<file path="config.mk">
export PLATFORM = sky130hd
export DESIGN_NAME = pulse_stretcher_flat
export DESIGN_NICKNAME = d
export VERILOG_FILES = /design/src/rtl/clk_pulse_pkg.sv /design/src/rtl/pulse_stretcher_if.sv /design/src/rtl/tick_downcounter.sv /design/src/rtl/pulse_stretcher.sv /design/src/flat_wrapper.sv
export SDC_FILE = /design/constraint.sdc
export NUM_CORES = 1
export LEC_CHECK = 0
export BUFFER_PORTS_ARGS = -buffer_cell sky130_fd_sc_hd__buf_2
export CAP_MARGIN = 15
export CORE_ASPECT_RATIO = 1.75
export CORE_MARGIN = 2
export CORE_UTILIZATION = 55
export DETAILED_ROUTE_END_ITERATION = 12
export GPL_TIMING_DRIVEN = 0
export PLACE_DENSITY = 0.85
export SETUP_SLACK_MARGIN = 0.02
export SLEW_MARGIN = 0
export SYNTH_ARGS = -nofsm -noshare
export SYNTH_HDL_FRONTEND = slang
export SYNTH_SLANG_ARGS = --single-unit
export TNS_END_PERCENT = 20
</file>
<file path="constraint.sdc">
create_clock -name clk -period 2.6 [get_ports clk]
set_input_delay 0.52 -clock clk [delete_from_list [all_inputs] [get_ports clk]]
set_output_delay 0.52 -clock clk [all_outputs]
set_load 0.02 [all_outputs]
</file>
<file path="src/rtl/clk_pulse_pkg.sv">
// Shared definitions for the clock-pulse family: FSM state encoding and default widths.
package clk_pulse_pkg;

   typedef enum logic [1:0] {
      ST_IDLE  = 2'd0,
      ST_ALIGN = 2'd1,
      ST_HIGH  = 2'd2,
      ST_GUARD = 2'd3
   } state_t;

   localparam int DEFAULT_CNT_W = 16;

endpackage

</file>
<file path="src/rtl/pulse_stretcher_if.sv">
// Request/status bundle of the pulse stretcher: timebase, start request and generated level.
interface pulse_stretcher_if
   import clk_pulse_pkg::*;
#(
   parameter int CNT_W = DEFAULT_CNT_W
);

   logic             tick;
   logic             start;
   logic [CNT_W-1:0] duration;
   logic             out_level;
   logic             busy;
   logic             done;
   logic             err;

   modport master (
      output tick, start, duration,
      input  out_level, busy, done, err
   );

   modport slave (
      input  tick, start, duration,
      output out_level, busy, done, err
   );

endinterface

</file>
<file path="src/rtl/tick_downcounter.sv">
// Loadable down-counter advanced by a tick enable; saturates at 1 so it never wraps.
module tick_downcounter #(
   parameter int CNT_W = 16
) (
   input  logic             clk,
   input  logic             rst_n,
   input  logic             load,
   input  logic [CNT_W-1:0] load_val,
   input  logic             tick_en,
   output logic             last
);

   logic [CNT_W-1:0] cnt_q;
   logic [CNT_W-1:0] cnt_d;

   // load has priority so a reload in the same cycle as a tick discards the decrement
   always_comb begin
      cnt_d = cnt_q;
      if (load) begin
         cnt_d = load_val;
      end else if (tick_en && (cnt_q > CNT_W'(1))) begin
         cnt_d = cnt_q - CNT_W'(1);
      end
   end

   always_ff @(posedge clk or negedge rst_n) begin
      if (!rst_n) begin
         cnt_q <= '0;
      end else begin
         cnt_q <= cnt_d;
      end
   end

   assign last = (cnt_q == CNT_W'(1));

endmodule

</file>
<file path="src/rtl/pulse_stretcher.sv">
// Turns a one-cycle start strobe into a tick-aligned output level lasting a programmable
// number of tick intervals, followed by a guaranteed one-tick low guard.
//
// state | meaning
// IDLE  | waiting for start; tick ignored
// ALIGN | start accepted, waiting for the first tick to raise out_level
// HIGH  | out_level high, counting ticks down
// GUARD | out_level low, holding busy for one more tick interval
module pulse_stretcher
   import clk_pulse_pkg::*;
#(
   parameter int CNT_W     = DEFAULT_CNT_W,
   parameter bit RETRIGGER = 1'b0
) (
   input  logic               clk,
   input  logic               rst_n,
   pulse_stretcher_if.slave   bus
);

   state_t           state_q, state_d;
   logic [CNT_W-1:0] dur_q, dur_d;
   logic             out_q, out_d;
   logic             busy_q, busy_d;
   logic             done_q, done_d;
   logic             err_q, err_d;

   logic             cnt_load;
   logic [CNT_W-1:0] cnt_val;
   logic             cnt_tick;
   logic             cnt_last;
   logic             dur_nz;
   logic             retrig;

   assign dur_nz = |bus.duration;
   assign retrig = bus.start && RETRIGGER && dur_nz;

   always_comb begin
      state_d  = state_q;
      dur_d    = dur_q;
      out_d    = out_q;
      busy_d   = busy_q;
      done_d   = 1'b0;
      err_d    = 1'b0;
      cnt_load = 1'b0;
      cnt_val  = dur_q;
      cnt_tick = 1'b0;
      unique case (state_q)
         ST_IDLE: begin
            if (bus.start) begin
               if (dur_nz) begin
                  dur_d   = bus.duration;
                  busy_d  = 1'b1;
                  state_d = ST_ALIGN;
               end else begin
                  err_d = 1'b1;
               end
            end
         end
         ST_ALIGN: begin
            if (retrig) begin
               dur_d = bus.duration;
            end else if (bus.start) begin
               err_d = 1'b1;
            end
            if (bus.tick) begin
               out_d    = 1'b1;
               cnt_load = 1'b1;
               cnt_val  = dur_d;
               state_d  = ST_HIGH;
            end
         end
         ST_HIGH: begin
            if (retrig) begin
               cnt_load = 1'b1;
               cnt_val  = bus.duration;
            end else begin
               err_d = bus.start;
               if (bus.tick) begin
                  if (cnt_last) begin
                     out_d   = 1'b0;
                     state_d = ST_GUARD;
                  end else begin
                     cnt_tick = 1'b1;
                  end
               end
            end
         end
         ST_GUARD: begin
            err_d = bus.start;
            if (bus.tick) begin
               busy_d  = 1'b0;
               done_d  = 1'b1;
               state_d = ST_IDLE;
            end
         end
         default: begin
            state_d = ST_IDLE;
         end
      endcase
   end

   always_ff @(posedge clk or negedge rst_n) begin
      if (!rst_n) begin
         state_q <= ST_IDLE;
         dur_q   <= '0;
         out_q   <= 1'b0;
         busy_q  <= 1'b0;
         done_q  <= 1'b0;
         err_q   <= 1'b0;
      end else begin
         state_q <= state_d;
         dur_q   <= dur_d;
         out_q   <= out_d;
         busy_q  <= busy_d;
         done_q  <= done_d;
         err_q   <= err_d;
      end
   end

   tick_downcounter #(
      .CNT_W (CNT_W)
   ) u_cnt (
      .clk      (clk),
      .rst_n    (rst_n),
      .load     (cnt_load),
      .load_val (cnt_val),
      .tick_en  (cnt_tick),
      .last     (cnt_last)
   );

   assign bus.out_level = out_q;
   assign bus.busy      = busy_q;
   assign bus.done      = done_q;
   assign bus.err       = err_q;

endmodule
</file>
<file path="src/flat_wrapper.sv">
// flat-port wrapper written by rule: the top's interface ports become plain ports
module pulse_stretcher_flat import clk_pulse_pkg::*;
#(
   parameter int CNT_W     = DEFAULT_CNT_W,
   parameter bit RETRIGGER = 1'b0
)
  (clk, rst_n, bus_tick, bus_start, bus_duration, bus_out_level, bus_busy, bus_done, bus_err);
  pulse_stretcher_if #(.CNT_W(CNT_W)) bus_i ();
  input  logic clk;
  input  logic rst_n;
  input wire logic [$bits(bus_i.tick)-1:0] bus_tick;
  input wire logic [$bits(bus_i.start)-1:0] bus_start;
  input wire logic [$bits(bus_i.duration)-1:0] bus_duration;
  output wire logic [$bits(bus_i.out_level)-1:0] bus_out_level;
  output wire logic [$bits(bus_i.busy)-1:0] bus_busy;
  output wire logic [$bits(bus_i.done)-1:0] bus_done;
  output wire logic [$bits(bus_i.err)-1:0] bus_err;
  assign bus_i.tick = bus_tick;
  assign bus_i.start = bus_start;
  assign bus_i.duration = bus_duration;
  assign bus_out_level = bus_i.out_level;
  assign bus_busy = bus_i.busy;
  assign bus_done = bus_i.done;
  assign bus_err = bus_i.err;
  pulse_stretcher #(.CNT_W(CNT_W), .RETRIGGER(RETRIGGER)) u_core (.clk(clk), .rst_n(rst_n), .bus(bus_i));
endmodule
</file>
==> flow_metrics.py <==
metrics = {
    "final_layout": {
        "syn2layout_area_growth_pct": 13.7,
        "antenna_cells": 0,
        "finalNonFillerCells": 292,
        "finalNetCount": 270,
        "final_layout_size_suffix_gt1_share_pct": 24.2,
        "fin_util_pct": 64.1,
    },
    "clock_tree": {
        "postCtsSetupRepairBufs": 0,
        "cts_sinks": 38,
        "cts_buffer_depth": 2,
        "htreeDepth": 2,
        "root_buffer": "clkbuf_8",
        "cts_buffers": 5,
        "ctsHoldBuffers": 0,
        "clk-insertion-delay-late_ns": 0.29,
        "clk_pin_slew_ns": 0.08,
        "cts_tree": "done",
    },
    "global_route": {
        "grt_pass1_wl_um": 8880,
        "grt_use_total_pct": 26.7,
        "grt_overflow": 0,
        "grt_pass1_vias": 1860,
        "grt_max_degree": 39,
        "antenna_found_initial": 0,
    },
    "route": {
        "drt_pass1_iterations": 4,
        "antenna_left": 0,
        "wl_um": 5210,
        "drc": 0,
        "first_iter_violations": 66,
        "wl_per_cell_um": 17.9,
        "vias": 1856,
        "vias_per_cell": 6.36,
    },
    "timing": {
        "hold_viol": 0,
        "rsz0062_at_grt": "false",
        "drv_slew": 0,
        "finalCritPeriodShare_pct": 95.0,
        "fmax_mhz": 405,
        "min_period_ns": 2.47,
        "worst_slack_ns": 0.131,
        "finClkSkew_ns": 0.00465,
        "setup_viol_count_final": 0,
        "maxSlewHeadroom_pct": 44.5,
        "tightest_slew_ns": 0.833,
    },
    "die": {
        "die_h_um": 86.8,
        "die_x_um": 51.3,
        "io_pins": 24,
        "std_cell_rows": 30,
        "start_util_pct": 56.3,
        "core_mm2": 0.00383,
        "dieArea_mm2": 0.00446,
    },
    "placement": {
        "dp_slack_ns": -0.140,
        "gp_congestion": 0.944,
        "hpwlAfterDp_um": 3810,
        "io_buffers": 23,
        "numPlacedInstances": 284,
    },
    "setup_path": {
        "cp_slowest_cell": "clkbuf_1",
        "crit_fanout": 10,
        "r2r_cells": 8,
        "rr_startpoint": "u_core.state_q[1]$_DFFE_PN0P_",
        "r2r_end": "u_core.u_cnt.cnt_q[15]$_DFFE_PN0P_",
        "r2r_setup_slack_ns": 0.13,
        "cp_slowest_stage_delay_ns": 0.41,
        "criticalPathCategory": "reg2reg",
        "worst-endpoint-required_ns": 2.78,
        "endpoint_kind": "register",
        "startpoint_type": "register",
        "crit_chain": "inv_1 > ha_1 > clkbuf_1 > inv_1 > clkbuf_1 > a31oi_2 > o21ai_1 > a221o_1",
        "critical_path_arrival_ns": 2.65,
    },
    "synth": {
        "synth_nets": 240,
        "yosys_warnings": 0,
        "synth_top_family_by_area": "simple AND/OR/NAND/NOR gates",
        "ys.flop_type": "dfrtp_1",
        "synth-edff-count": 0,
        "synthMuxAreaShare_pct": 12.2,
        "syn_avg_cell_area_um2": 10.1,
        "synth_compound_area_share_pct": 15.2,
        "syn_area_mm2": 0.00216,
        "seq_area_frac_synth_pct": 44.1,
        "netlist_instances": 213,
        "netlist-cell-type-count": 47,
        "ys_seq_elements": 38,
        "async_reset_ff_share_pct": 100,
        "synth_xor_xnor_area_share_pct": 0,
        "synthAdderAreaFrac_pct": 4.06,
        "synth_simple_gate_area_share_pct": 21.2,
    },
    "power": {
        "pwr-share-seq_pct": 41.5,
        "internal_power_uw": 1640,
        "peakVddDrop_v": 0.000693,
        "leakagePower_uw": 0.00104,
        "p_sw_uw": 1060,
        "p_clk_share_pct": 18.3,
        "sw_frac_of_total_pct": 39.3,
        "p_per_area_mw_per_mm2": 1100,
        "combPwrFrac_pct": 40.3,
    },
    "job": {
        "cap_violations": 0,
    },
    "outcome": {
        "status": "finished clean",
    },
    "hold_path": {
        "hold_class": "in2async",
    },
}
## stage by stage
stage                     hold slack, ns  instance area [um2]  setup TNS, ns  power [uW]
after global placement             0.490                 2330         -0.733        2110
after CTS                          0.343                 2440              0        2680
after floorplan                    0.224                 2160              0        1870
after detailed placement           0.496                 2330          -1.31        2180
final                              0.324                 2450              0        2700
after global routing               0.398                 2450              0        2880
## worst max-delay path, delay by kind of cell (launching register included)
kind | cells | cell delay [ns]
compound gates | 3 | 0.83
fa+ha+maj | 1 | 0.16
buf+inv | 4 | 0.97
flops | 1 | 0.40
## power groups by stage
stage / sequential [uW] / clock (uW) / combinational, uW
after CTS: 1110 / 499 / 1070
after global placement: 1100 / 0 / 1010
final: 1120 / 493 / 1090
after detailed placement: 1120 / 0 / 1060
after global routing: 1150 / 523 / 1200
after floorplan: 1060 / 0 / 816
## how the worst max path moves through the flow
stage | start | endpoint
floorplan | u_core.state_q[0]$_DFFE_PN0P_ | u_core.u_cnt.cnt_q[9]$_DFFE_PN0P_
global placement | bus_duration[10] | u_core.dur_q[13]$_DFFE_PN0P_
detailed placement | bus_duration[10] | u_core.dur_q[15]$_DFFE_PN0P_
CTS | u_core.state_q[1]$_DFFE_PN0P_ | u_core.u_cnt.cnt_q[15]$_DFFE_PN0P_
global route | u_core.state_q[1]$_DFFE_PN0P_ | u_core.u_cnt.cnt_q[15]$_DFFE_PN0P_
finish | u_core.state_q[1]$_DFFE_PN0P_ | u_core.u_cnt.cnt_q[15]$_DFFE_PN0P_
## routing by layer
metal	vias to the layer above	track usage [%]	share of wire [%]
li1	858	-	-
met1	900	30.9	36
met2	77	46.5	55
met3	21	3.79	4.6
met4	0	14.4	3.9
met5	-	0	0
## cell usage after synthesis (3+ instances only)
library cell,n,area share (%)
clkbuf_1,6,1.0
ha_1,7,4.1
mux2i_1,6,2.8
nor2_1,24,4.2
o211ai_1,3,1.0
a22oi_1,4,1.4
mux2_2,17,8.9
nand2_1,11,1.9
nand3_1,6,1.4
nor4_1,5,1.5
nor3_1,7,1.6
nor2b_1,3,0.87
and2_1,3,0.87
dfrtp_1,38,44
o21ai_0,7,1.6
a31oi_1,3,0.87
o22ai_1,6,1.7
a21oi_1,9,2.1
inv_1,9,1.6
## state kept, by name, summed over array words and instances, names as in the netlist
signal / flops
u_core.state_q: 2
u_core.u_cnt.cnt_q: 16
u_core.bus.busy: 1
u_core.dur_q: 16
u_core.bus.out_level: 1
u_core.bus.err: 1
u_core.bus.done: 1
## area by class of cell
cell class / instances / area [um2]
Timing Repair Buffer: 23 / 115
Tap cell: 48 / 60.1
Inverter: 9 / 33.8
Sequential cell: 38 / 951
Multi-Input combinational cell: 158 / 1140
Clock buffer: 6 / 72.6
Clock inverter: 2 / 37.5
Buffer: 8 / 38.8
Fill cell: 311 / 1380
## cell usage in the layout (no fill, tap or decap), types with 2 or more instances in the layout
master and instances:
dfrtp_1 38, nand2_1 11, a21boi_0 2, and3_1 2
clkbuf_1 6, nor3_1 7, and2_1 3, a21oi_1 9
mux2_2 17, a211o_1 2, clkbuf_8 5, a31oi_1 2
or2_1 2, nor4b_1 2, nand4_1 2, ha_1 7
nor2_1 23, nor4_1 5, nand4b_1 2, nor4b_2 2
o211ai_1 3, nand3_1 6, buf_2 23, a211oi_1 2
inv_1 9, o221a_1 2, o21ai_0 7, o22ai_1 6
nor2b_1 3, or3b_2 2, mux2i_1 6, a22oi_1 4
## cell families (layout without fill, tap and decap cells)
group	count (synthesis)	in the layout
DFF	38	38
and+or+nand+nor	79	79
muxes	24	24
AOI/OAI and AO/OA	48	48
buffers and inverters	17	48
adders and majority gates	7	7
## repair_timing
item / 4_1_cts / 5_1_grt
gates resized for setup: 0 / 4
endpoints found under the hold margin: 0 / 0
endpoints found under the setup margin: 0 / 4
No activity file was read; power rests on OpenSTA's default activity.
